### config.mk
export PLATFORM = sky130hd
export DESIGN_NAME = alu_issue_stage_flat
export DESIGN_NICKNAME = d
export VERILOG_FILES = /design/src/rtl/alu_defs.sv /design/src/rtl/alu_issue_stage_if.sv /design/src/rtl/alu_control.sv /design/src/rtl/alu_issue_stage.sv /design/src/flat_wrapper.sv
export SDC_FILE = /design/constraint.sdc
export NUM_CORES = 1
export LEC_CHECK = 0
export CAP_MARGIN = 20
export CELL_PAD_IN_SITES_DETAIL_PLACEMENT = 0
export CELL_PAD_IN_SITES_GLOBAL_PLACEMENT = 1
export CORE_MARGIN = 2
export CORE_UTILIZATION = 51
export DETAILED_ROUTE_END_ITERATION = 16
export DONT_BUFFER_PORTS = 1
export HOLD_SLACK_MARGIN = 0.15
export PLACE_DENSITY_LB_ADDON = 0.1
export SLEW_MARGIN = 20
export SYNTH_ARGS = -nofsm -noshare
export SYNTH_HDL_FRONTEND = slang
export SYNTH_HIERARCHICAL = 1
export SYNTH_SLANG_ARGS = --single-unit
### constraint.sdc
create_clock -name clk -period 10.83 [get_ports clk]
set_input_delay 2.166 -clock clk [delete_from_list [all_inputs] [get_ports clk]]
set_output_delay 2.166 -clock clk [all_outputs]
set_load 0.05 [all_outputs]
### src/rtl/alu_defs.sv
// Shared ALU-issue encodings: ALU op codes, main-control op classes, R-type funct codes, buffer states.
package alu_defs;

    localparam logic [3:0] ALUOP_AND = 4'b0000;
    localparam logic [3:0] ALUOP_OR  = 4'b0001;
    localparam logic [3:0] ALUOP_ADD = 4'b0010;
    localparam logic [3:0] ALUOP_SUB = 4'b0110;
    localparam logic [3:0] ALUOP_SLT = 4'b0111;
    localparam logic [3:0] ALUOP_NOR = 4'b1100;

    localparam logic [1:0] CLASS_MEM    = 2'b00;
    localparam logic [1:0] CLASS_BRANCH = 2'b01;
    localparam logic [1:0] CLASS_RTYPE  = 2'b10;
    localparam logic [1:0] CLASS_ORI    = 2'b11;

    localparam logic [5:0] FUNCT_ADD = 6'b100000;
    localparam logic [5:0] FUNCT_SUB = 6'b100010;
    localparam logic [5:0] FUNCT_AND = 6'b100100;
    localparam logic [5:0] FUNCT_OR  = 6'b100101;
    localparam logic [5:0] FUNCT_SLT = 6'b101010;
    localparam logic [5:0] FUNCT_NOR = 6'b100111;

    typedef enum logic [1:0] {
        BUF_EMPTY = 2'b00,
        BUF_ONE   = 2'b01,
        BUF_TWO   = 2'b10
    } buf_state_t;

endpackage

### src/rtl/alu_issue_stage_if.sv
// Issue-stage bus: decoded instruction in, writeback snoop, flush, and ALU operand/op out.
interface alu_issue_stage_if #(
    parameter int WIDTH = 32,
    parameter int IDXW  = 5
);
    logic             flush;
    logic             in_valid;
    logic             in_ready;
    logic [1:0]       in_class;
    logic [5:0]       in_funct;
    logic [IDXW-1:0]  in_rs_idx;
    logic [IDXW-1:0]  in_rt_idx;
    logic [IDXW-1:0]  in_rd_idx;
    logic [WIDTH-1:0] in_rs_data;
    logic [WIDTH-1:0] in_rt_data;
    logic [15:0]      in_imm;
    logic             in_alusrc;
    logic             wb_valid;
    logic [IDXW-1:0]  wb_idx;
    logic [WIDTH-1:0] wb_data;
    logic             out_valid;
    logic             out_ready;
    logic [WIDTH-1:0] out_a;
    logic [WIDTH-1:0] out_b;
    logic [3:0]       out_aluop;
    logic [IDXW-1:0]  out_rd_idx;
    logic             out_wen;
    logic             out_illegal;

    modport master (
        output flush, in_valid, in_class, in_funct, in_rs_idx, in_rt_idx, in_rd_idx,
               in_rs_data, in_rt_data, in_imm, in_alusrc, wb_valid, wb_idx, wb_data, out_ready,
        input  in_ready, out_valid, out_a, out_b, out_aluop, out_rd_idx, out_wen, out_illegal
    );

    modport slave (
        input  flush, in_valid, in_class, in_funct, in_rs_idx, in_rt_idx, in_rd_idx,
               in_rs_data, in_rt_data, in_imm, in_alusrc, wb_valid, wb_idx, wb_data, out_ready,
        output in_ready, out_valid, out_a, out_b, out_aluop, out_rd_idx, out_wen, out_illegal
    );

endinterface

### src/rtl/alu_control.sv
// ALU control decode: (op class, funct) -> 4-bit ALU op plus an illegal-funct flag.
// Purely combinational, no latency, no backpressure.
module alu_control
    import alu_defs::*;
(
    input  logic [1:0] op_class,
    input  logic [5:0] funct,
    output logic [3:0] aluop,
    output logic       illegal
);

    always_comb begin
        aluop   = ALUOP_AND;
        illegal = 1'b0;
        case (op_class)
            CLASS_MEM:    aluop = ALUOP_ADD;
            CLASS_BRANCH: aluop = ALUOP_SUB;
            CLASS_ORI:    aluop = ALUOP_OR;
            default: begin
                case (funct)
                    FUNCT_ADD: aluop = ALUOP_ADD;
                    FUNCT_SUB: aluop = ALUOP_SUB;
                    FUNCT_AND: aluop = ALUOP_AND;
                    FUNCT_OR:  aluop = ALUOP_OR;
                    FUNCT_SLT: aluop = ALUOP_SLT;
                    FUNCT_NOR: aluop = ALUOP_NOR;
                    default:   illegal = 1'b1;
                endcase
            end
        endcase
    end

endmodule

### src/rtl/alu_issue_stage.sv
// Execute-issue stage: ALU-op decode, writeback forwarding, B-operand select, 2-entry skid buffer.
// One-cycle latency; in_ready is registered and drops only once the skid entry is occupied.
module alu_issue_stage
    import alu_defs::*;
#(
    parameter int WIDTH = 32,
    parameter int IDXW  = 5
) (
    input  logic             clk,
    input  logic             rst,
    alu_issue_stage_if.slave bus
);

    typedef struct packed {
        logic [WIDTH-1:0] a;
        logic [WIDTH-1:0] b;
        logic [3:0]       aluop;
        logic [IDXW-1:0]  rd_idx;
        logic             wen;
        logic             illegal;
    } entry_t;

    buf_state_t       state;
    entry_t           main_q;
    entry_t           skid_q;
    entry_t           new_entry;
    logic             in_ready_q;
    logic [3:0]       ctrl_aluop;
    logic             ctrl_illegal;
    logic [WIDTH-1:0] rs_fwd;
    logic [WIDTH-1:0] rt_fwd;
    logic [WIDTH-1:0] imm_ext;
    logic             accept;
    logic             drain;

    alu_control u_alu_control (
        .op_class (bus.in_class),
        .funct    (bus.in_funct),
        .aluop    (ctrl_aluop),
        .illegal  (ctrl_illegal)
    );

    // Forwarding is resolved only at acceptance; buffered entries never see later writebacks.
    always_comb begin
        rs_fwd = (bus.wb_valid && (bus.wb_idx == bus.in_rs_idx) && (bus.in_rs_idx != '0))
                 ? bus.wb_data : bus.in_rs_data;
        rt_fwd = (bus.wb_valid && (bus.wb_idx == bus.in_rt_idx) && (bus.in_rt_idx != '0))
                 ? bus.wb_data : bus.in_rt_data;
        imm_ext = (bus.in_class == CLASS_ORI)
                  ? {{(WIDTH-16){1'b0}}, bus.in_imm}
                  : {{(WIDTH-16){bus.in_imm[15]}}, bus.in_imm};

        new_entry         = '0;
        new_entry.a       = rs_fwd;
        new_entry.b       = bus.in_alusrc ? imm_ext : rt_fwd;
        new_entry.aluop   = ctrl_aluop;
        new_entry.rd_idx  = bus.in_rd_idx;
        new_entry.illegal = ctrl_illegal;
        new_entry.wen     = (bus.in_rd_idx != '0) && !ctrl_illegal;
    end

    assign accept = bus.in_valid && in_ready_q && !bus.flush;
    assign drain  = (state != BUF_EMPTY) && bus.out_ready;

    // in_ready is set to (next state != TWO) alongside every state update.
    always_ff @(posedge clk or posedge rst) begin
        if (rst) begin
            state      <= BUF_EMPTY;
            in_ready_q <= 1'b1;
            main_q     <= '0;
            skid_q     <= '0;
        end else if (bus.flush) begin
            state      <= BUF_EMPTY;
            in_ready_q <= 1'b1;
        end else begin
            case (state)
                BUF_EMPTY: begin
                    if (accept) begin
                        main_q <= new_entry;
                        state  <= BUF_ONE;
                    end
                end
                BUF_ONE: begin
                    if (accept && drain) begin
                        main_q <= new_entry;
                    end else if (accept) begin
                        skid_q     <= new_entry;
                        state      <= BUF_TWO;
                        in_ready_q <= 1'b0;
                    end else if (drain) begin
                        state <= BUF_EMPTY;
                    end
                end
                BUF_TWO: begin
                    if (drain) begin
                        main_q     <= skid_q;
                        state      <= BUF_ONE;
                        in_ready_q <= 1'b1;
                    end
                end
                default: begin
                    state      <= BUF_EMPTY;
                    in_ready_q <= 1'b1;
                end
            endcase
        end
    end

    assign bus.in_ready    = in_ready_q;
    assign bus.out_valid   = (state != BUF_EMPTY);
    assign bus.out_a       = main_q.a;
    assign bus.out_b       = main_q.b;
    assign bus.out_aluop   = main_q.aluop;
    assign bus.out_rd_idx  = main_q.rd_idx;
    assign bus.out_wen     = main_q.wen;
    assign bus.out_illegal = main_q.illegal;

endmodule

### src/flat_wrapper.sv
// flat-port wrapper written by rule: the top's interface ports become plain ports
module alu_issue_stage_flat import alu_defs::*;
#(
    parameter int WIDTH = 32,
    parameter int IDXW  = 5
)
  (clk, rst, bus_flush, bus_in_valid, bus_in_class, bus_in_funct, bus_in_rs_idx, bus_in_rt_idx, bus_in_rd_idx, bus_in_rs_data, bus_in_rt_data, bus_in_imm, bus_in_alusrc, bus_wb_valid, bus_wb_idx, bus_wb_data, bus_out_ready, bus_in_ready, bus_out_valid, bus_out_a, bus_out_b, bus_out_aluop, bus_out_rd_idx, bus_out_wen, bus_out_illegal);
  alu_issue_stage_if #(.WIDTH(WIDTH), .IDXW(IDXW)) bus_i ();
  input  logic clk;
  input  logic rst;
  input wire logic [$bits(bus_i.flush)-1:0] bus_flush;
  input wire logic [$bits(bus_i.in_valid)-1:0] bus_in_valid;
  input wire logic [$bits(bus_i.in_class)-1:0] bus_in_class;
  input wire logic [$bits(bus_i.in_funct)-1:0] bus_in_funct;
  input wire logic [$bits(bus_i.in_rs_idx)-1:0] bus_in_rs_idx;
  input wire logic [$bits(bus_i.in_rt_idx)-1:0] bus_in_rt_idx;
  input wire logic [$bits(bus_i.in_rd_idx)-1:0] bus_in_rd_idx;
  input wire logic [$bits(bus_i.in_rs_data)-1:0] bus_in_rs_data;
  input wire logic [$bits(bus_i.in_rt_data)-1:0] bus_in_rt_data;
  input wire logic [$bits(bus_i.in_imm)-1:0] bus_in_imm;
  input wire logic [$bits(bus_i.in_alusrc)-1:0] bus_in_alusrc;
  input wire logic [$bits(bus_i.wb_valid)-1:0] bus_wb_valid;
  input wire logic [$bits(bus_i.wb_idx)-1:0] bus_wb_idx;
  input wire logic [$bits(bus_i.wb_data)-1:0] bus_wb_data;
  input wire logic [$bits(bus_i.out_ready)-1:0] bus_out_ready;
  output wire logic [$bits(bus_i.in_ready)-1:0] bus_in_ready;
  output wire logic [$bits(bus_i.out_valid)-1:0] bus_out_valid;
  output wire logic [$bits(bus_i.out_a)-1:0] bus_out_a;
  output wire logic [$bits(bus_i.out_b)-1:0] bus_out_b;
  output wire logic [$bits(bus_i.out_aluop)-1:0] bus_out_aluop;
  output wire logic [$bits(bus_i.out_rd_idx)-1:0] bus_out_rd_idx;
  output wire logic [$bits(bus_i.out_wen)-1:0] bus_out_wen;
  output wire logic [$bits(bus_i.out_illegal)-1:0] bus_out_illegal;
  assign bus_i.flush = bus_flush;
  assign bus_i.in_valid = bus_in_valid;
  assign bus_i.in_class = bus_in_class;
  assign bus_i.in_funct = bus_in_funct;
  assign bus_i.in_rs_idx = bus_in_rs_idx;
  assign bus_i.in_rt_idx = bus_in_rt_idx;
  assign bus_i.in_rd_idx = bus_in_rd_idx;
  assign bus_i.in_rs_data = bus_in_rs_data;
  assign bus_i.in_rt_data = bus_in_rt_data;
  assign bus_i.in_imm = bus_in_imm;
  assign bus_i.in_alusrc = bus_in_alusrc;
  assign bus_i.wb_valid = bus_wb_valid;
  assign bus_i.wb_idx = bus_wb_idx;
  assign bus_i.wb_data = bus_wb_data;
  assign bus_i.out_ready = bus_out_ready;
  assign bus_in_ready = bus_i.in_ready;
  assign bus_out_valid = bus_i.out_valid;
  assign bus_out_a = bus_i.out_a;
  assign bus_out_b = bus_i.out_b;
  assign bus_out_aluop = bus_i.out_aluop;
  assign bus_out_rd_idx = bus_i.out_rd_idx;
  assign bus_out_wen = bus_i.out_wen;
  assign bus_out_illegal = bus_i.out_illegal;
  alu_issue_stage #(.WIDTH(WIDTH), .IDXW(IDXW)) u_core (.clk(clk), .rst(rst), .bus(bus_i));
endmodule
=== After elaboration in Yosys (flattened, before gate mapping) ===
Cells that the tools add are included.

* Register bits after elaboration: 153
* Input bits: 147
* Output and inout bits: 77
* Word-level logic and storage cells: 85

* Equality and inequality tests: 21
* Multiplexer cells: 24
* Bitwise logic cells: 2
* Reduce and logical (&&, ||, !) cells: 24

{| class="wikitable"
|+ Operators by type and width
! operator !! number
|-
| 75-bit two-way mux || 3
|-
| 75-bit case mux with 3 select lines || 1
|-
| 32-bit two-way mux || 4
|-
| 6-bit equality test, second input constant || 6
|-
| 4-bit case mux with 5 select lines || 1
|-
| 5-bit nonzero test || 3
|-
| 2-bit two-way mux || 6
|-
| 4-bit case mux with 3 select lines || 1
|-
| 4-bit AND reduction || 3
|-
| 5-bit equality test || 2
|-
| 1-bit logical AND || 9
|-
| 3-bit by 2-bit != test with 1-bit output, second input constant || 3
|-
| 1-bit two-way mux || 6
|-
| 2-bit by 1-bit != test with 1-bit output, second input constant || 3
|-
| 2-bit case mux with 3 select lines || 1
|-
| 6-bit OR reduction || 1
|-
| 5-bit AND reduction || 1
|-
| 2-bit by 1-bit equality test with 1-bit output, second input constant || 2
|-
| 2-bit equality test, second input constant || 2
|-
| 2-bit logical NOT || 2
|-
| 4-bit by 2-bit != test with 1-bit output, second input constant || 1
|-
| 3-bit != test, second input constant || 1
|-
| 1-bit case mux with 3 select lines || 1
|-
| 3-bit nonzero test || 1
|-
| other kinds (5) || 7
|}

=== Longest topological paths before layout ===
Gate-level depths: netlist (run 1).

* Depth after elaboration: 8
* Depth in mapped cells: 8
* Mapped depth without buffers: 6

=== Modules after synthesis ===
Netlist (run 1), hierarchy kept.

{| class="wikitable"
|+ By module, submodules not included
! module !! times used !! cells each !! area each (µm²) !! seq. area each (µm²)
|-
| alu_issue_stage || 1 || 944 || 8511.9 || 3829.9
|-
| alu_control || 1 || 18 || 117.6 || 0.0
|}

=== Worst setup path before layout (run 1) ===
OpenSTA, ideal clock, no wires.

* Kind: input to register
* From: input bus_in_rt_idx[1]
* To: register u_core.main_q, in the netlist u_core/bus.out_b[13]
* Setup time: 0.136 ns
* Arrival: 3.429 ns
* Data required time: 10.694 ns
* Path slack: 7.265 ns
* Stages: 7
* Buffers on the path: 2
* Cell sequence: nor4_1 > o21ai_0 > and4_1 > buf_2 > buf_4 > a2111oi_0 > nor3b_1

* Cells in the longest elaborated chain, start to end: 7
* Elaborated cells between the ends (all ways): 9
* Those cells by class: eq/ne (1); mux (5); reduce/logical (3)

{| class="wikitable"
|+ RTL lines
! element !! line !! source
|-
| start, declared || flat_wrapper.sv:16 || <nowiki>input wire logic [$bits(bus_i.in_rt_idx)-1:0] bus_in_rt_idx;</nowiki>
|-
| 5-bit equality test || alu_issue_stage.sv:47 || <nowiki>rt_fwd = (bus.wb_valid && (bus.wb_idx == bus.in_rt_idx) && (bus.in_rt_idx != '0))</nowiki>
|-
| 1-bit logical AND || alu_issue_stage.sv:47 ||
|-
| 1-bit logical AND (*) || alu_issue_stage.sv:47 ||
|-
| 32-bit two-way mux (*) || alu_issue_stage.sv:48 || <nowiki>? bus.wb_data : bus.in_rt_data;</nowiki>
|-
| 32-bit two-way mux (*) || alu_issue_stage.sv:55 || <nowiki>new_entry.b = bus.in_alusrc ? imm_ext : rt_fwd;</nowiki>
|-
| 75-bit two-way mux, on equally long branches || alu_issue_stage.sv:84, alu_issue_stage.sv:78 ||
|-
| 75-bit case mux with 3 select lines (*) || alu_issue_stage.sv:76 || <nowiki>case (state)</nowiki>
|-
| end signal, assigned || alu_issue_stage.sv:79 || <nowiki>main_q <= new_entry;</nowiki>
|-
| end signal, assigned || alu_issue_stage.sv:85 || <nowiki>main_q <= new_entry;</nowiki>
|-
| end signal, assigned || alu_issue_stage.sv:96 || <nowiki>main_q <= skid_q;</nowiki>
|-
| end, declared || alu_issue_stage.sv:24 || <nowiki>entry_t main_q;</nowiki>
|}

Mark *: on every way between the ends. The rest lies on a longest branch, timed or not. The select of a mux whose other input is x is not followed.
A chain may end at the register's enable or synchronous reset.

=== Worst setup path in the final report (run 1) ===
* From: input bus_in_valid
* To: register u_core.main_q, in the netlist u_core/bus.out_b[17]

* Cells in the longest elaborated chain, start to end: 5
* Elaborated cells between the ends (all ways): 6
* Those cells by class: eq/ne (2); reduce/logical (4)

{| class="wikitable"
|+ RTL lines
! element !! line !! source
|-
| start, declared || flat_wrapper.sv:12 || <nowiki>input wire logic [$bits(bus_i.in_valid)-1:0] bus_in_valid;</nowiki>
|-
| 1-bit logical AND (*) (2 in series) || alu_issue_stage.sv:62 || <nowiki>assign accept = bus.in_valid && in_ready_q && !bus.flush;</nowiki>
|-
| 1-bit logical AND || alu_issue_stage.sv:84 || <nowiki>if (accept && drain) begin</nowiki>
|-
| 2-bit by 1-bit != test with 1-bit output (no source line) || -- ||
|-
| 5-bit AND reduction (no source line) (*) || -- ||
|}

Mark *: on every way between the ends. The rest lies on a longest branch, timed or not.

==> summary.txt, run 1 <==
Run status
  – Status: completed

Floorplanning
  – Die Height: 134 um
  – Die X: 134 um
  – I/O pins: 224
  – Die footprint: roughly 18000 um^2
  – Core area: 16600 um^2
  – Num rows: 47
  – Initial core utilization: 0.520

Synth
  – Synth area leaders: dfrtp_1, mux2i_1, nand2_1
  – Fraction of synthesized cell area taken by the top area cell type: 0.441
  – Post-synth ARST share: 1.00
  – #FFs+latches synth: between 150 and 200
  – Post-Synthesis Cells: 962
  – Post-synth EDFFs: 0
  – Cell taking the most area after synthesis: dfrtp_1
  – Synth cell count leaders: dfrtp_1, nand2_1, nor2_1
  – Most common cell in the netlist: dfrtp_1
  – Post-synth cell types: 56
  – Top_reg_cell synth: dfrtp_1
  – Synth Warn #: 6
  – Mapped Avg Cell Area: 8.97 um^2
  – Netlist Area Pre-Place: approximately 8600 um^2
  – Syn nets: 1109
  – Sequential area share after synthesis: 0.444

Timing
  – Clock period minus worst slack: 4.25 ns
  – RSZ-0062 raised after global routing: no
  – Final setup viols: 0
  – Post-route clock skew: approximately 0.011 ns
  – Max-slew headroom at the worst pin: 0.281
  – Least-Margin Pin Slew: 1.08 ns
  – Final slew viol count: 0
  – Crit share post-route: 0.393
  – Final Hold Viols: 0
  – Fmax: roughly 240 MHz
  – Fin Setup TNS: 0 ns

GRT
  – First-pass GRT wire length: 39.6 mm
  – GRT Util Overall: 0.276
  – Largest net degree at the start of global routing: 97
  – Total global routing overflow: 0
  – Initial antenna violation count: 0
  – Vias in the first global route: 7367

Clocking
  – Later-pin clock latency in the skew report: 0.42 ns
  – CTS tree: yes
  – CTS Buf Count: 17
  – Register clock-pin slew on the reported worst setup and hold paths: 0.06 ns
  – Clk buf depth: 2
  – Clock root buffer: clkbuf_16
  – Resized Gates After CTS: 0
  – Htree depth: 4
  – Post-CTS setup repair buffer count: 0
  – CTS Hold Buffers Added: 0
  – Sink Count: ~150

Critical path
  – Setup CP Type: input port to flop
  – Largest stage delay, worst path: 0.82 ns
  – Top cell family by delay on the critical path: compound AO/OA/AOI/OAI gates
  – Crit-path max FO: 80
  – Arr. time, crit path: approximately 4.5 ns
  – Reg2Reg Setup Slack: between 7 and 8 ns
  – Data required, critical path: about 11 ns
  – CP Cell Sequence: nand4bb_1 -> a31o_4 -> buf_4 -> nor2_2 -> o21ai_0 -> o22ai_1
  – Crit. End Element: flop
  – Critical path's slowest cell: buf_4
  – WP buf/inv: 1
  – Setup crit start kind: input port

Routing
  – Routed vias/inst: between 6 and 7
  – DRC: 0
  – DR iter-0 viols: 639
  – Vias: 7496
  – DRT Pass-1 Iters: 5
  – DR WL/cell: 22.1 um
  – Detail Route Antenna Nets: 0
  – Final wirelength: between 20 and 30 mm

Job
  – # Max-Cap Violations: 0

Layout
  – Ratio of cells with drive above 1 in the final layout: 0.0686
  – Area Overhead vs Synth: 8.57%
  – N_diodes: 0
  – # nets final: around 1100

Min path
  – Hold crit path type: flop to flop

Pwr
  – P_leak: 3.83 nW
  – IR drop worst, VDD: approximately 0.11 mV
  – Final Power: 2.04 mW
  – Power density cells: 217 nW/um^2

Placement
  – Post-DP HPWL: 15.8 mm
  – RePlAce Congestion: 0.811
  – PortBufs: 0
==> worst min-delay path, cell delays in order, from the launching register on <==
cell	delay [ns]
dfrtp_1	0.34
nand2_1	0.05
nand2_1	0.06
==> final cells by class <==
class | count | area, um^2
sequential | 153 | 3830
fill | 1451 | 7210
clock inverter | 12 | 244
clock buffer | 20 | 457
timing repair buffer | 9 | 71.3
inverter | 4 | 20.0
tap | 220 | 275
multi-input combinational | 721 | 4470
==> layout by cell type, fill, tap and decap left out, types with 12 or more instances in the layout <==
cell type and count:
nor2_1 108, o22ai_1 17, a221oi_1 15, a2111oi_0 14
mux2i_1 64, a211oi_1 71, nand2_1 146, a31oi_1 12
a21oi_1 35, a22o_1 32, o21ai_0 98, dfrtp_1 152
nor4b_1 32, clkbuf_16 17, nor3b_1 15
==> path summary, 6_finish.rpt <==
path                       cells past startpoint           startpoint                   end
min reg2reg                                    2     u_core/skid_q[4]      u_core/skid_q[4]
max                                            6         bus_in_valid  u_core/bus.out_b[17]
max in group asynchronous                      2                  rst     u_core/skid_q[58]
max reg2reg                                    6  u_core/bus.in_ready  u_core/bus.out_b[17]
min in group asynchronous                      1                  rst     u_core/skid_q[53]
min                                            2     u_core/skid_q[4]      u_core/skid_q[4]
==> layer usage <==
| metal | share of wire | up-vias | global-route usage |
|---|---|---|---|
| met5 | 0 | - | 0 |
| met4 | 0.021 | 0 | 0.0854 |
| met3 | 0.091 | 40 | 0.0873 |
| met2 | 0.48 | 317 | 0.442 |
| met1 | 0.41 | 3699 | 0.361 |
| li1 | - | 3440 | - |
==> logic make-up (layout without fill, tap and decap cells) <==
family / count (synthesis) / after routing / synth area share
xor+xnor: 8 / 8 / 0.00812
compound gates: 320 / 320 / 0.251
flops: 153 / 153 / 0.444
mux: 66 / 66 / 0.0768
simple gates: 327 / 327 / 0.177
buf+inv: 88 / 45 / 0.0438
==> power breakdown <==
part / switching (mW) / internal (mW) / total (mW)
clock network: 0.240 / 0.468 / 0.708
logic: 0.164 / 0.131 / 0.294
registers: 0.318 / 0.715 / 1.03
==> state kept, by name (all words and copies together), names as in the netlist <==
register	flops
u_core/skid_q	75
u_core/bus.out_a	32
u_core/bus.out_b	32
u_core/bus.out_rd_idx	5
u_core/bus.out_aluop	4
u_core/state	2
u_core/bus.in_ready	1
u_core/bus.out_illegal	1
u_core/bus.out_wen	1
==> stage by stage <==
stage,hold WS (ns),instance area (um^2),setup slack (ns),std cells,utilization
2_1_floorplan,0.445,8630,4.54,962,-
3_3_place_gp,0.456,8650,6.32,1107,0.522
3_5_place_dp,0.462,8650,6.21,1107,0.522
4_1_cts,0.477,9360,6.65,1139,0.564
5_1_grt,0.491,9370,6.44,1139,0.565
6_report,0.471,9370,6.58,1139,0.565
Note: power is estimated with default switching activity, not from simulation.
==> run 2: changes to the inputs <==
Settings changed: CORE_UTILIZATION 51 to 43.
Clock period 10.83 ns to 3.6 ns, I/O delays scaled along.
==> run 2 against run 1 <==
Wire length grew 2.1%. Power rose to 2.9 times the previous value. Die area increased by 18%. Sequential cell count unchanged. Cell count up 4.7%. Combinational power grew to 3.0 times the previous value. Design area increased by 0.45%. Register-to-register slack got worse by 6.8 ns. Worst hold slack got worse by 0.13 ns.
==> summary.txt, run 2 (synthesis results as in run 1) <==
Critical path
  – Setup crit start kind: flop
  – Crit path from: u_core/bus.in_ready
  – WP buf/inv: 0
  – CP Cell Sequence: nand4b_1 -> a31o_4 -> nor2_2 -> o21ai_0 -> o22ai_1
  – Data required, critical path: 3.94 ns
  – FF-to-FF Start: u_core/bus.in_ready
  – Crit. End Element: flop
  – Worst path depth: 5
  – Setup CP Type: flop to flop
  – Top cell family by delay on the critical path: compound AO/OA/AOI/OAI gates
  – Arr. time, crit path: roughly 3.1 ns
  – R2R depth: 5
  – Crit-path max FO: 67
  – Largest stage delay, worst path: around 0.76 ns
  – Critical path's slowest cell: dfstp_2

Clocking
  – Clock root buffer: clkbuf_16
  – CTS Hold Buffers Added: 0
  – Later-pin clock latency in the skew report: 0.42 ns
  – Post-CTS setup repair buffer count: 0
  – Resized Gates After CTS: 0
  – Htree depth: 4
  – Clk buf depth: 2
  – Sink Count: 153
  – CTS tree: yes
  – Register clock-pin slew on the reported worst setup and hold paths: 0.07 ns
  – CTS Buf Count: 17

Floorplanning
  – Die Height: 146 um
  – Core area: a little under 20000 um^2
  – I/O pins: between 200 and 250
  – Initial core utilization: 0.441
  – Die footprint: 21200 um^2
  – Die X: 146 um
  – Num rows: 51

Routing
  – DR WL/cell: 21.5 um
  – DRT Pass-1 Iters: 5
  – Vias: 7456
  – DRC: 0
  – Routed vias/inst: 6.25
  – Detail Route Antenna Nets: 0
  – Final wirelength: 25.7 mm
  – DR iter-0 viols: 489

Layout
  – Most frequent cells in the layout: dfrtp_1, nand2_1, nor2_1
  – Largest Register: u_core/skid_q
  – Final Instance Area: 9410 um^2
  – # fillers: 1875
  – Ratio of cells with drive above 1 in the final layout: 0.0776
  – # nets final: about 1100
  – Max reg flops: between 70 and 80
  – Most common cell after layout, fill and taps aside: dfrtp_1
  – Area Overhead vs Synth: 9.06%
  – N_diodes: 0

Placement
  – PortBufs: 0
  – Placed cell areas: 8810 um^2
  – Post-DP HPWL: 16.5 mm
  – RePlAce Congestion: 0.838

Job
  – # Max-Cap Violations: 0

GRT
  – Vias in the first global route: 7302
  – Total global routing overflow: 0
  – GRT met1 Usage: 0.317
  – First-pass GRT wire length: 41.1 mm
  – Grt met3 use: 0.0812
  – Met2 global-route usage: 0.365
  – Initial antenna violation count: 0
  – Busiest grt layer: met2
  – GRT Util Overall: 0.240
  – Largest net degree at the start of global routing: 154

Timing
  – Final slew viol count: 0
  – Final Hold Viols: 0
  – Least-Margin Pin Slew: 1.08 ns
  – Fin Setup TNS: 0 ns
  – Crit share post-route: 0.768
  – Final setup viols: 0
  – RSZ-0062 raised after global routing: no
  – Clock period minus worst slack: 2.77 ns
  – Fmax: 362 MHz
  – Post-route clock skew: 0.00811 ns
  – Max-slew headroom at the worst pin: 0.283
  – Final hold slack: around 0.34 ns

Pwr
  – Power density cells: 622 nW/um^2
  – IR drop worst, VDD: 0.320 mV
  – P_leak: 3.82 nW

Run status
  – Status: completed

Min path
  – Hold crit path type: input port to async pin
## run 2: cell types whose count changed in the layout (fill, tap and decap cells not counted), moves of 2 or more
cell	previous run	this run
clkbuf_8	2	0
inv_6	1	3
clkinvlp_4	2	4
buf_12	0	2
bufinv_16	7	3
buf_4	8	16
## run 2: path summary, 6_finish.rpt
path                       slack, ns              endpoint
max                             0.83  u_core/bus.out_b[29]
min                             0.34  u_core/bus.out_b[27]
max reg2reg                     0.83  u_core/bus.out_b[29]
min reg2reg                     0.48     u_core/skid_q[51]
max in group asynchronous       2.52  u_core/bus.out_a[15]
min in group clk                0.36       u_core/state[0]
## run 2: layer usage
| metal | vias up | share of wire |
|---|---|---|
| met1 | 3662 | 0.43 |
| met3 | 35 | 0.094 |
| met4 | 0 | 0.027 |
| met5 | - | 0 |
| met2 | 290 | 0.45 |
| li1 | 3469 | - |
## run 2: through the flow
step,utilization,instances,worst slack (ns),power [mW]
floorplan,-,962,0.950,3.77
global placement,0.449,1161,0.830,3.96
detailed placement,0.450,1161,0.768,4.03
CTS,0.480,1193,0.815,5.89
global route,0.480,1193,0.622,6.15
finish,0.480,1193,0.834,5.85
## run 2: area by class of cell
cell class                 instances  area, um^2  area share
clock buffer                      18         429      0.0456
tap                              265         332      0.0352
clock inverter                    14         171      0.0182
inverter                           4        18.8     0.00199
sequential                       153        3830       0.407
multi-input combinational        721        4470       0.475
timing repair buffer              18         160      0.0170
## run 2: power breakdown
group | leakage [nW] | internal (mW) | switching [mW]
Clock | 0.287 | 1.10 | 0.769
Sequential | 1.90 | 2.15 | 0.951
Combinational | 1.63 | 0.400 | 0.487
Total | 3.82 | 3.65 | 2.21
==> run 3: changes to the inputs <==
Clock period 3.6 ns to 2.35 ns, I/O delays scaled along.
==> run 3 against run 2 <==
Global-route usage grew 1.3 points. Clock power grew 52%. Sequential share of layout area shrank 1.3 points. Worst hold slack lost 0.18 ns. Design area grew 3.4%. Die area is the same. Count of clock-buffer cells in the layout grew 6. Maximum frequency grew 28%. Non-clock buffer count grew 21. Utilization grew 1.6 points. Combinational power grew 63%. Register-to-register slack lost 0.65 ns. Critical path type unchanged.
==> summary.txt, run 3 (synthesis results as in run 1) <==
Routing
  – DRC: 0
  – DR WL/cell: 22.3 um
  – Detail Route Antenna Nets: 0
  – Final wirelength: between 20 and 30 mm
  – Vias: approximately 7600
  – Routed vias/inst: 6.26
  – DR iter-0 viols: 568
  – DRT Pass-1 Iters: 5

Timing
  – Final Hold Viols: 0
  – PnR worst setup slack: 0.187 ns
  – Fin Setup TNS: 0 ns
  – RSZ-0062 raised after global routing: no
  – Fmax: 462 MHz
  – Crit share post-route: 0.921
  – Final hold slack: between 0.15 and 0.2 ns
  – Final slew viol count: 0
  – Post-route clock skew: 0.0113 ns
  – Least-Margin Pin Slew: 0.840 ns
  – Final setup viols: 0
  – Max-slew headroom at the worst pin: 0.439
  – Clock period minus worst slack: 2.16 ns

Critical path
  – Crit. End Element: flop
  – Setup crit start kind: flop
  – Crit-path max FO: 47
  – Largest stage delay, worst path: 0.47 ns
  – CP Cell Sequence: nand3b_1 -> a31o_4 -> buf_12 -> nor2_2 -> buf_4 -> o21ai_0 -> o22ai_1
  – Data required, critical path: between 2 and 3 ns
  – Setup CP Type: flop to flop
  – Arr. time, crit path: 2.51 ns
  – Top cell family by delay on the critical path: compound AO/OA/AOI/OAI gates
  – Critical path's slowest cell: dfrtp_1
  – WP buf/inv: 2

GRT
  – GRT Util Overall: 0.252
  – Vias in the first global route: 7563
  – Total global routing overflow: 0
  – Initial antenna violation count: 0
  – Largest net degree at the start of global routing: between 90 and 100
  – First-pass GRT wire length: 42.8 mm

Layout
  – Max reg flops: 75
  – Fin cells: 1214
  – Most frequent cells in the layout: dfrtp_1, nand2_1, nor2_1
  – Most common cell after layout, fill and taps aside: dfrtp_1
  – Fin util: 0.497
  – Final Instance Area: 9730 um^2
  – Largest Register: u_core/skid_q
  – N_diodes: 0
  – # nets final: approximately 1100
  – Ratio of cells with drive above 1 in the final layout: 0.0885
  – Area Overhead vs Synth: 12.8%

Job
  – # Max-Cap Violations: 0

Clocking
  – Later-pin clock latency in the skew report: 0.42 ns
  – Sink Count: 153
  – Clock root buffer: clkbuf_16
  – Htree depth: 4
  – CTS tree: yes
  – CTS Buf Count: 17
  – Clk buf depth: 2
  – Register clock-pin slew on the reported worst setup and hold paths: roughly 0.060 ns

Placement
  – RePlAce Congestion: 0.800
  – Post-DP HPWL: 17.8 mm
  – Placed insts: 1173
  – Placed cell areas: 9020 um^2
  – Setup slack at placement: 0.143 ns
  – PortBufs: 0

Min path
  – Hold crit path type: input port to flop

Floorplanning
  – Die footprint: 21200 um^2
  – Initial core utilization: 0.441
  – Die X: 146 um
  – Die Height: approximately 150 um
  – Core area: 19600 um^2
  – Num rows: a little over 50
  – I/O pins: between 200 and 250

Pwr
  – Final Power: 9.06 mW
  – IR drop worst, VDD: just over 0.5 mV
  – P_leak: just under 4 nW
  – Power density cells: 931 nW/um^2

Run status
  – Status: completed
==> run 3: timing repair <==
| action | in CTS | in global routing |
|---|---|---|
| setup buffers | 0 | 2 |
| endpoints found under the hold margin | 31 | 0 |
| resized for setup | 0 | 6 |
| endpoints found under the setup margin | 0 | 8 |
| hold buffers | 7 | 0 |
==> run 3: final timing paths <==
| kind | from | endpoint | slack [ns] | cells after the start |
|---|---|---|---|---|
| worst max-delay path | u_core/state[0] | u_core/bus.out_b[20] | 0.19 | 7 |
| worst min-delay path | bus_in_rd_idx[0] | u_core/skid_q[2] | 0.16 | 2 |
| worst max register to register | u_core/state[0] | u_core/bus.out_b[20] | 0.19 | 7 |
| worst min register to register | u_core/skid_q[43] | u_core/skid_q[43] | 0.47 | 2 |
| max in group asynchronous | rst | u_core/skid_q[25] | 0.97 | 3 |
| min in group asynchronous | rst | u_core/skid_q[37] | 0.69 | 2 |
==> run 3: power breakdown <==
group | switching [mW] | total [mW] | leakage, nW | internal (mW)
clock | 1.09 | 2.84 | 0.290 | 1.75
combinational | 0.779 | 1.45 | 1.79 | 0.672
sequential | 1.47 | 4.77 | 1.90 | 3.30
==> run 3: cell type report <==
| type | instances | area (um^2) |
|---|---|---|
| clock buffers | 24 | 482 |
| clock inverters | 7 | 116 |
| fillers | 1851 | 9860 |
| inverters | 4 | 18.8 |
| multi-input cells | 722 | 4490 |
| flip-flops and latches | 153 | 3830 |
| well taps | 265 | 332 |
| repair buffers | 39 | 460 |
==> run 3: metal layers <==
| metal | track usage | wire length (um) |
|---|---|---|
| met1 | 0.324 | 11300 |
| met2 | 0.401 | 12700 |
| met3 | 0.0903 | 2490 |
| met4 | 0.0770 | 516 |
| met5 | 0 | 0 |
